`src/rtl/rca4_adder.sv`:
```
// 4-bit ripple-carry adder with a registered 5-bit result.
// Four full-adder stages feed five output flops, which are the only storage.

module rca4_full_adder (
  input  logic a_i,
  input  logic b_i,
  input  logic c_i,
  output logic s_o,
  output logic c_o
);

  assign s_o = a_i ^ b_i ^ c_i;
  assign c_o = (a_i & b_i) | (a_i & c_i) | (b_i & c_i);

endmodule

module rca4_adder (
  input  logic clk,
  input  logic rst_n,
  input  logic A3,
  input  logic A2,
  input  logic A1,
  input  logic A0,
  input  logic B3,
  input  logic B2,
  input  logic B1,
  input  logic B0,
  input  logic Cin,
  output logic S3,
  output logic S2,
  output logic S1,
  output logic S0,
  output logic Cout
);

  logic [3:0] a_vec;
  logic [3:0] b_vec;
  logic [4:0] carry;
  logic [3:0] sum_d;
  logic       cout_d;
  logic [3:0] sum_q;
  logic       cout_q;

  assign a_vec    = {A3, A2, A1, A0};
  assign b_vec    = {B3, B2, B1, B0};
  assign carry[0] = Cin;

  // Carry ripples strictly stage to stage; no lookahead terms.
  generate
    for (genvar gi = 0; gi < 4; gi++) begin : g_stage
      rca4_full_adder u_fa (
        .a_i (a_vec[gi]),
        .b_i (b_vec[gi]),
        .c_i (carry[gi]),
        .s_o (sum_d[gi]),
        .c_o (carry[gi+1])
      );
    end
  endgenerate

  assign cout_d = carry[4];

  always_ff @(posedge clk or negedge rst_n) begin
    if (!rst_n) begin
      sum_q  <= 4'b0000;
      cout_q <= 1'b0;
    end else begin
      sum_q  <= sum_d;
      cout_q <= cout_d;
    end
  end

  assign S3   = sum_q[3];
  assign S2   = sum_q[2];
  assign S1   = sum_q[1];
  assign S0   = sum_q[0];
  assign Cout = cout_q;

endmodule

```
`config.mk`:
```
export PLATFORM = sky130hd
export DESIGN_NAME = rca4_adder
export DESIGN_NICKNAME = d
export VERILOG_FILES = /design/src/rtl/rca4_adder.sv
export SDC_FILE = /design/constraint.sdc
export NUM_CORES = 1
export LEC_CHECK = 0
export ABC_CLOCK_PERIOD_IN_PS = 800
export CORE_AREA = 5 5 42 44
export CTS_CLUSTER_DIAMETER = 80
export DETAILED_ROUTE_END_ITERATION = 7
export DIE_AREA = 0 0 47 49
export MAX_ROUTING_LAYER = met4
export PLACE_DENSITY = 0.45
export SETUP_SLACK_MARGIN = 0.02
export SLEW_MARGIN = 30
export SYNTH_ARGS = -nofsm -noshare
export SYNTH_HDL_FRONTEND = slang
export SYNTH_SLANG_ARGS = --single-unit
```
`constraint.sdc`:
```
create_clock -name clk -period 0.8 [get_ports clk]
set_input_delay 0.12 -clock clk [delete_from_list [all_inputs] [get_ports clk]]
set_output_delay 0.12 -clock clk [all_outputs]
set_load 0.1 [all_outputs]
```
**Yosys cells after proc, flatten, opt, wreduce, memory -nomap -nowiden**

Cells that the tools add are included.

- Register bits: 5
- Latch bits: 0
- Bits in writable memories: 0
- Memory bits (read-only): 0
- Output and inout bits: 5
- Memories kept: 0

- $add $sub $neg: 0
- Multipliers: 0
- Divide/modulo/power cells: 0
- Magnitude comparators: 0
- Equal/unequal tests: 0
- Shift operators: 0
- Muxes and demuxes: 0
- Bitwise operators: 28
- Reduce and logical (&&, ||, !) cells: 0

Operator list:

| kind | number |
|---|---|
| $and 1x1->1 | 12 |
| $or 1x1->1 | 8 |
| $xor 1x1->1 | 8 |

**Depth between registers and ports, before layout**

Gate-level depths: netlist of run 1.

- Depth after elaboration: 12
- Mapped depth: 8
- Mapped depth without buffers: 8

**Hierarchy**

A second synthesis of run 1 with hierarchy kept.

- Cells, all modules: 9
- Area, all modules: 205.2 um2

By module, submodules not included:

| module | times used | cells an instance | area an instance (um2) | sequential area each (um2) |
|---|---|---|---|---|
| rca4_adder | 1 | 5 | 125.1 | 125.1 |
| rca4_full_adder | 4 | 1 | 20.0 | 0.0 |

**Least setup slack after synthesis of run 1**

No wires, ideal clock.

- Kind: input -> register
- Start: input port A0
- End: register sum_q[3]
- Arrival time: 1.613 ns
- Path slack: -0.877 ns
- Stages on the path: 8
- Buffers on the path: 0
- Cells stage by stage: inv_1 > fa_1 > inv_1 > fa_1 > fa_1 > inv_1 > fa_1 > inv_1

- Cells in the longest elaborated chain, start to end: 10
- Elaborated cells on any way between the ends: 13

Ends and longest elaborated chain:

| element | line | source |
|---|---|---|
| start, declared | 23 | `input logic A0,` |
| $and 1x1->1 | 13 | `assign c_o = (a_i & b_i) \| (a_i & c_i) \| (b_i & c_i);` |
| $or 1x1->1 * (2 in a row) | 13 |  |
| $and 1x1->1 | 13 |  |
| $or 1x1->1 | 13 |  |
| $or 1x1->1 * | 13 |  |
| $and 1x1->1 | 13 |  |
| $or 1x1->1 | 13 |  |
| $or 1x1->1 * | 13 |  |
| $xor 1x1->1 * | 12 | `assign s_o = a_i ^ b_i ^ c_i;` |
| net g_stage[3].u_fa.s_o | 8 | `output logic s_o,` |
| end signal, assigned | 68 | `sum_q <= sum_d;` |
| end, declared | 41 | `logic [3:0] sum_q;` |

The timed path passes the listed nets; every way through them passes the cells marked *.

**Final worst setup path of run 1**

Same ends and word-level chain as after synthesis.

==> results of run 1 <==
worst min-delay path by stage:
stage          depth (start not counted)        to   from  slack, ps
6_report                               1  sum_q[2]  rst_n         90
3_3_place_gp                           1  sum_q[3]  rst_n        350
3_5_place_dp                           1  sum_q[3]  rst_n        350
2_1_floorplan                          0      Cout  rst_n       -180
5_1_grt                                1  sum_q[2]  rst_n        110
4_1_cts                                1  sum_q[2]  rst_n         90
cell families (layout without fill, tap and decap cells):
logic type               count (synthesis)  count (layout)
adder cells (fa/ha/maj)                  4               4
buffers and inverters                   10              29
flip-flops                               5               5
synth_stat cells:
| library cell | count | area share, % |
|---|---|---|
| fa_1 | 4 | 33 |
| dfrtp_1 | 5 | 52 |
| inv_1 | 10 | 15 |
cell type report:
| cell class | instances | area, µm² | share of cell area [%] |
|---|---|---|---|
| Timing Repair Buffer | 15 | 205.2 | 38.95 |
| Multi-Input combinational cell | 4 | 90.09 | 17.10 |
| Tap cell | 16 | 20.02 | 3.800 |
| Sequential cell | 5 | 130.1 | 24.70 |
| Clock buffer | 4 | 26.28 | 4.988 |
| Inverter | 10 | 55.05 | 10.45 |
repair_timing:
action / in CTS / in global routing
cloned: 0 / 0
resized for setup: 19 / 2
pin swaps: 4 / 4
endpoints found under the setup margin: 10 / 9
hold buffers: 0 / 0
per-stage QoR:
step / setup WS [ps] / std cells / total power, mW / cell area [µm²] / setup TNS (ps)
2_1_floorplan: -802.5 / 19 / 0.6815 / 275.3 / -2380
3_3_place_gp: -1474 / 50 / 0.9581 / 495.5 / -5531
3_5_place_dp: -1485 / 50 / 0.9654 / 495.5 / -5558
4_1_cts: -780.1 / 54 / 1.269 / 526.8 / -2627
5_1_grt: -747.3 / 54 / 1.302 / 526.8 / -2586
6_report: -712.6 / 54 / 1.249 / 526.8 / -2382
power by group:
group / internal, mW / total (mW) / switching, mW / leakage (nW)
clock: 0.188 / 0.290 / 0.101 / 0.0150
combinational: 0.238 / 0.624 / 0.386 / 0.172
sequential: 0.302 / 0.335 / 0.0332 / 0.0543
total: 0.728 / 1.25 / 0.521 / 0.241
state kept, by name (all words and copies together) (netlist names):
name / cells
sum_q: 4
Cout: 1
worst max-delay path: stages:
cell    delay [ps]
buf_8          110
inv_12          40
fa_2           180
inv_2           30
fa_2           330
fa_2           340
inv_2           60
fa_2           420
inv_2           50
routing by layer:
| metal | up-vias | GRT usage, % |
|---|---|---|
| li1 | 84 | - |
| met1 | 85 | 4.577 |
| met2 | 14 | 7.014 |
| met3 | 2 | 0 |
| met4 | 0 | 6.912 |
| met5 | - | - |
==> reports/results.ini, run 1 <==
[critical_path]
worstSetupStartpointType=input port
required_ps=980
arrival_ps=1690
endpoint_kind=flip-flop
endpoint=sum_q[3]
worstSetupStartpoint=A0
path_class=in -> reg
cp_max_fo=1

[synthesis]
synth_top_family_by_area=adder cells
synth-seq-area-share_pct=51.55
synth-compound-area-share_pct=0
yosys_warnings=0
synth_fa_ha_area_share_pct=32.99
synth.ff_latch_count=5
synth_xor_area_share_pct=0
syn_avg_cell_area_um2=12.78
syn-num-nets=34
ys_types=3
synthMuxAreaShare_pct=0
syn_area_um2=242.7
synth-simple-area-share_pct=0
synthCells=19

[clock_tree]
cts_htree_levels=1
clk_pin_slew_ps=40
cts_buffer_depth=2
numClockSinks=5
cts_setup_buffers=0
cts_made_buffers=3
cts_root_buffer=clkbuf_4
cts_tree=yes

[die]
pin_count=16
coreArea_um2=1401
die_x_um=47
initial_core_util_pct=17.32
dieHeight_um=49
num_rows=14
dieArea_um2=2303

[route]
met1_length_um=114
routed_wl_um=426
wl_met2_um=226
routed.top_layer=met4
wire_per_inst_um=7.889
drtIter0Drc=0
met3_length_um=61
drc=0
routed_via_density=3.426
vias=185
drt-pass1-iter-count=1
ant_nets=0

[status]
status=complete, but fails checks
violations=setup timing

[pwr]
power_per_cell_area_nw_per_um2=2370
vdd_ir_drop_max_mv=0.6468
total_leakage_power_nw=0.2408

[placement]
portBuffers=15
gp_congestion=0.6218

[sta]
timing.final.ws_setup_ps=-712.6
hold_slack_ps=91.33
min_period_ps=1513
tightest_slew_ps=209.5
finalHoldViolCount=0
rsz0062_at_grt=yes
slew_headroom_pct=85.99
period_share_pct=189.1
fmax_mhz=661.1
slew_viol_final=0
finalSetupViolations=9

[global_route]
grt_use_total_pct=4.828
antenna_found_initial=0
grt_pass1_vias=219
grt_overflow_total=0
grt_pass1_wl_um=724
grt_max_degree=6

[cells_and_area]
fillCellCount=147
most-common-layout-cells=5 x inv_2, 5 x clkdlybuf4s50_1, 5 x buf_12
n_antenna_cell=0
syn_to_final_growth_pct=117.0
fin_util_pct=37.59
layout.nets=54
drive_gt1_share_pct=68.42

[worst_hold_path]
min_path_type=in -> async

[run]
maxCapViolations=0

(Power assumes the default switching activity.)
==> inputs of run 2 (changes only) <==
--- a/config.mk
+++ b/config.mk
@@ -11,9 +11,10 @@
 export DETAILED_ROUTE_END_ITERATION = 7
 export DIE_AREA = 0 0 47 49
 export MAX_ROUTING_LAYER = met4
-export PLACE_DENSITY = 0.45
+export PLACE_DENSITY = 0.42
 export SETUP_SLACK_MARGIN = 0.02
 export SLEW_MARGIN = 30
 export SYNTH_ARGS = -nofsm -noshare
 export SYNTH_HDL_FRONTEND = slang
+export SYNTH_HIERARCHICAL = 1
 export SYNTH_SLANG_ARGS = --single-unit
==> reports/results.ini, run 2 <==
[status]
status=complete, but fails checks
violations=setup timing

[worst_hold_path]
min_path_type=in -> async

[run]
maxCapViolations=0

[global_route]
grt_pass1_wl_um=579
grt_pass1_vias=164
grt_max_degree=6
grt_use_total_pct=4.009
antenna_found_initial=0
grt_overflow_total=0

[die]
coreArea_um2=1401
dieArea_um2=2303
initial_core_util_pct=14.64
num_rows=14
pin_count=16
dieHeight_um=49
die_x_um=47

[pwr]
total_leakage_power_nw=0.1878
vdd_ir_drop_max_mv=0.7819
power_per_cell_area_nw_per_um2=2595

[critical_path]
cp_max_fo=1
arrival_ps=1740
worstSetupStartpointType=input port
endpoint_kind=flip-flop
path_class=in -> reg
required_ps=900

[route]
drtIter0Drc=0
drt-pass1-iter-count=1
ant_nets=0
routed_wl_um=376
drc=0
wire_per_inst_um=8.545
routed_via_density=3.136
vias=138

[cells_and_area]
most-common-layout-cells=6 x clkdlybuf4s50_1, 5 x buf_12, 4 x dfrtp_2
fillCellCount=156
drive_gt1_share_pct=64.29
layout.nets=44
regMostFlops=sum_q
syn_to_final_growth_pct=124.4
n_antenna_cell=0
largest_reg_flops=4
final_cells=44
mostFrequentLayoutCell=clkdlybuf4s50_1

[sta]
slew_headroom_pct=86.12
timing.final.ws_setup_ps=-842.6
finalHoldViolCount=0
fmax_mhz=608.8
period_share_pct=205.3
rsz0062_at_grt=yes
slew_viol_final=0
tightest_slew_ps=207.6
min_period_ps=1643
finalSetupViolations=9
hold_slack_ps=99.39

[clock_tree]
cts_made_buffers=3
hold_buffers=0
numClockSinks=5
cts_tree=yes
clk_pin_slew_ps=40
cts_root_buffer=clkbuf_4
cts_setup_buffers=0
cts_htree_levels=1
cts_buffer_depth=2

[synthesis]
synth.area.top_cells=dfrtp_1 61%, fa_1 39%
synthTopCellsByCount=5 x dfrtp_1, 4 x fa_1
synth.ff_latch_count=5
syn_avg_cell_area_um2=22.80
syn-num-nets=24
async_flop_share_pct=100.0
ys_types=2
syn_area_um2=205.2
ys.flop_type=dfrtp_1
synthCells=9
synth-seq-area-share_pct=60.98
synth-edff-count=0
yosys.area.top_type=dfrtp_1
synth.most_common_cell=dfrtp_1
yosys_warnings=6
synth_top_area_share_pct=60.98

[placement]
dp.cells=40
portBuffers=15
gp_congestion=0.5957
dp_hpwl_um=365.9

run 2: changes by cell type in the layout (fill, tap and decap cells not counted), sizes merged:
cell           change
clkdlybuf4s50      +1
dlygate4sd2        -1
inv               -10
run 2: area by class of cell:
type | count | area (µm²) | area share [%]
tap | 16 | 20.02 | 4.348
sequential | 5 | 130.1 | 28.26
timing repair buffer | 15 | 196.4 | 42.66
clock buffer | 4 | 26.28 | 5.707
multi-input combinational | 4 | 87.58 | 19.02
run 2: kinds of logic after synthesis:
group                    after synthesis  synth area share [%]
flip-flops                             5                 60.98
adder cells (fa/ha/maj)                4                 39.03
run 2: per-layer routing:
metal | GRT usage (%) | share of wire, % | routed length (µm)
met5 | - | 0 | 0
met4 | 6.912 | 0 | 0
met3 | 0.3690 | 18 | 69
met2 | 4.977 | 51 | 191
met1 | 3.846 | 30 | 114
run 2: per-stage QoR:
| stage | setup slack, ps | setup TNS (ps) | total power [mW] | cell area (µm²) | utilization, % |
|---|---|---|---|---|---|
| final | -842.6 | -2904 | 1.195 | 460.4 | 32.86 |
| after global routing | -878.3 | -3106 | 1.243 | 460.4 | 32.86 |
| after CTS | -875.1 | -3011 | 1.216 | 454.2 | 32.41 |
| after detailed placement | -1465 | -5183 | 0.9337 | 437.9 | 31.25 |
| after global placement | -1435 | -5113 | 0.9304 | 437.9 | 31.25 |
| after floorplan | -944.1 | -2945 | 0.6547 | 217.7 | - |
run 2: worst paths after layout:
path	from	endpoint	slack, ps	depth (start not counted)
setup / recovery	A0	sum_q[3]	-840	5
hold / removal	rst_n	sum_q[1]	100	1
max in group asynchronous	rst_n	Cout	510	1
min in group clk	Cin	sum_q[0]	170	2
run 2: critical path, cell delays in order:
cell	delay (ps)
buf_6	90
fa_2	390
fa_2	370
fa_2	340
fa_1	440
run 2: where the power goes:
part,total [mW],switching (mW),internal (mW)
combinational,0.585,0.364,0.221
sequential,0.335,0.0331,0.302
clock,0.276,0.0880,0.188
run 2: what timing repair did:
item	in CTS	in global routing
pin swaps	4	4
resized for setup	14	1
endpoints found under the setup margin	10	9
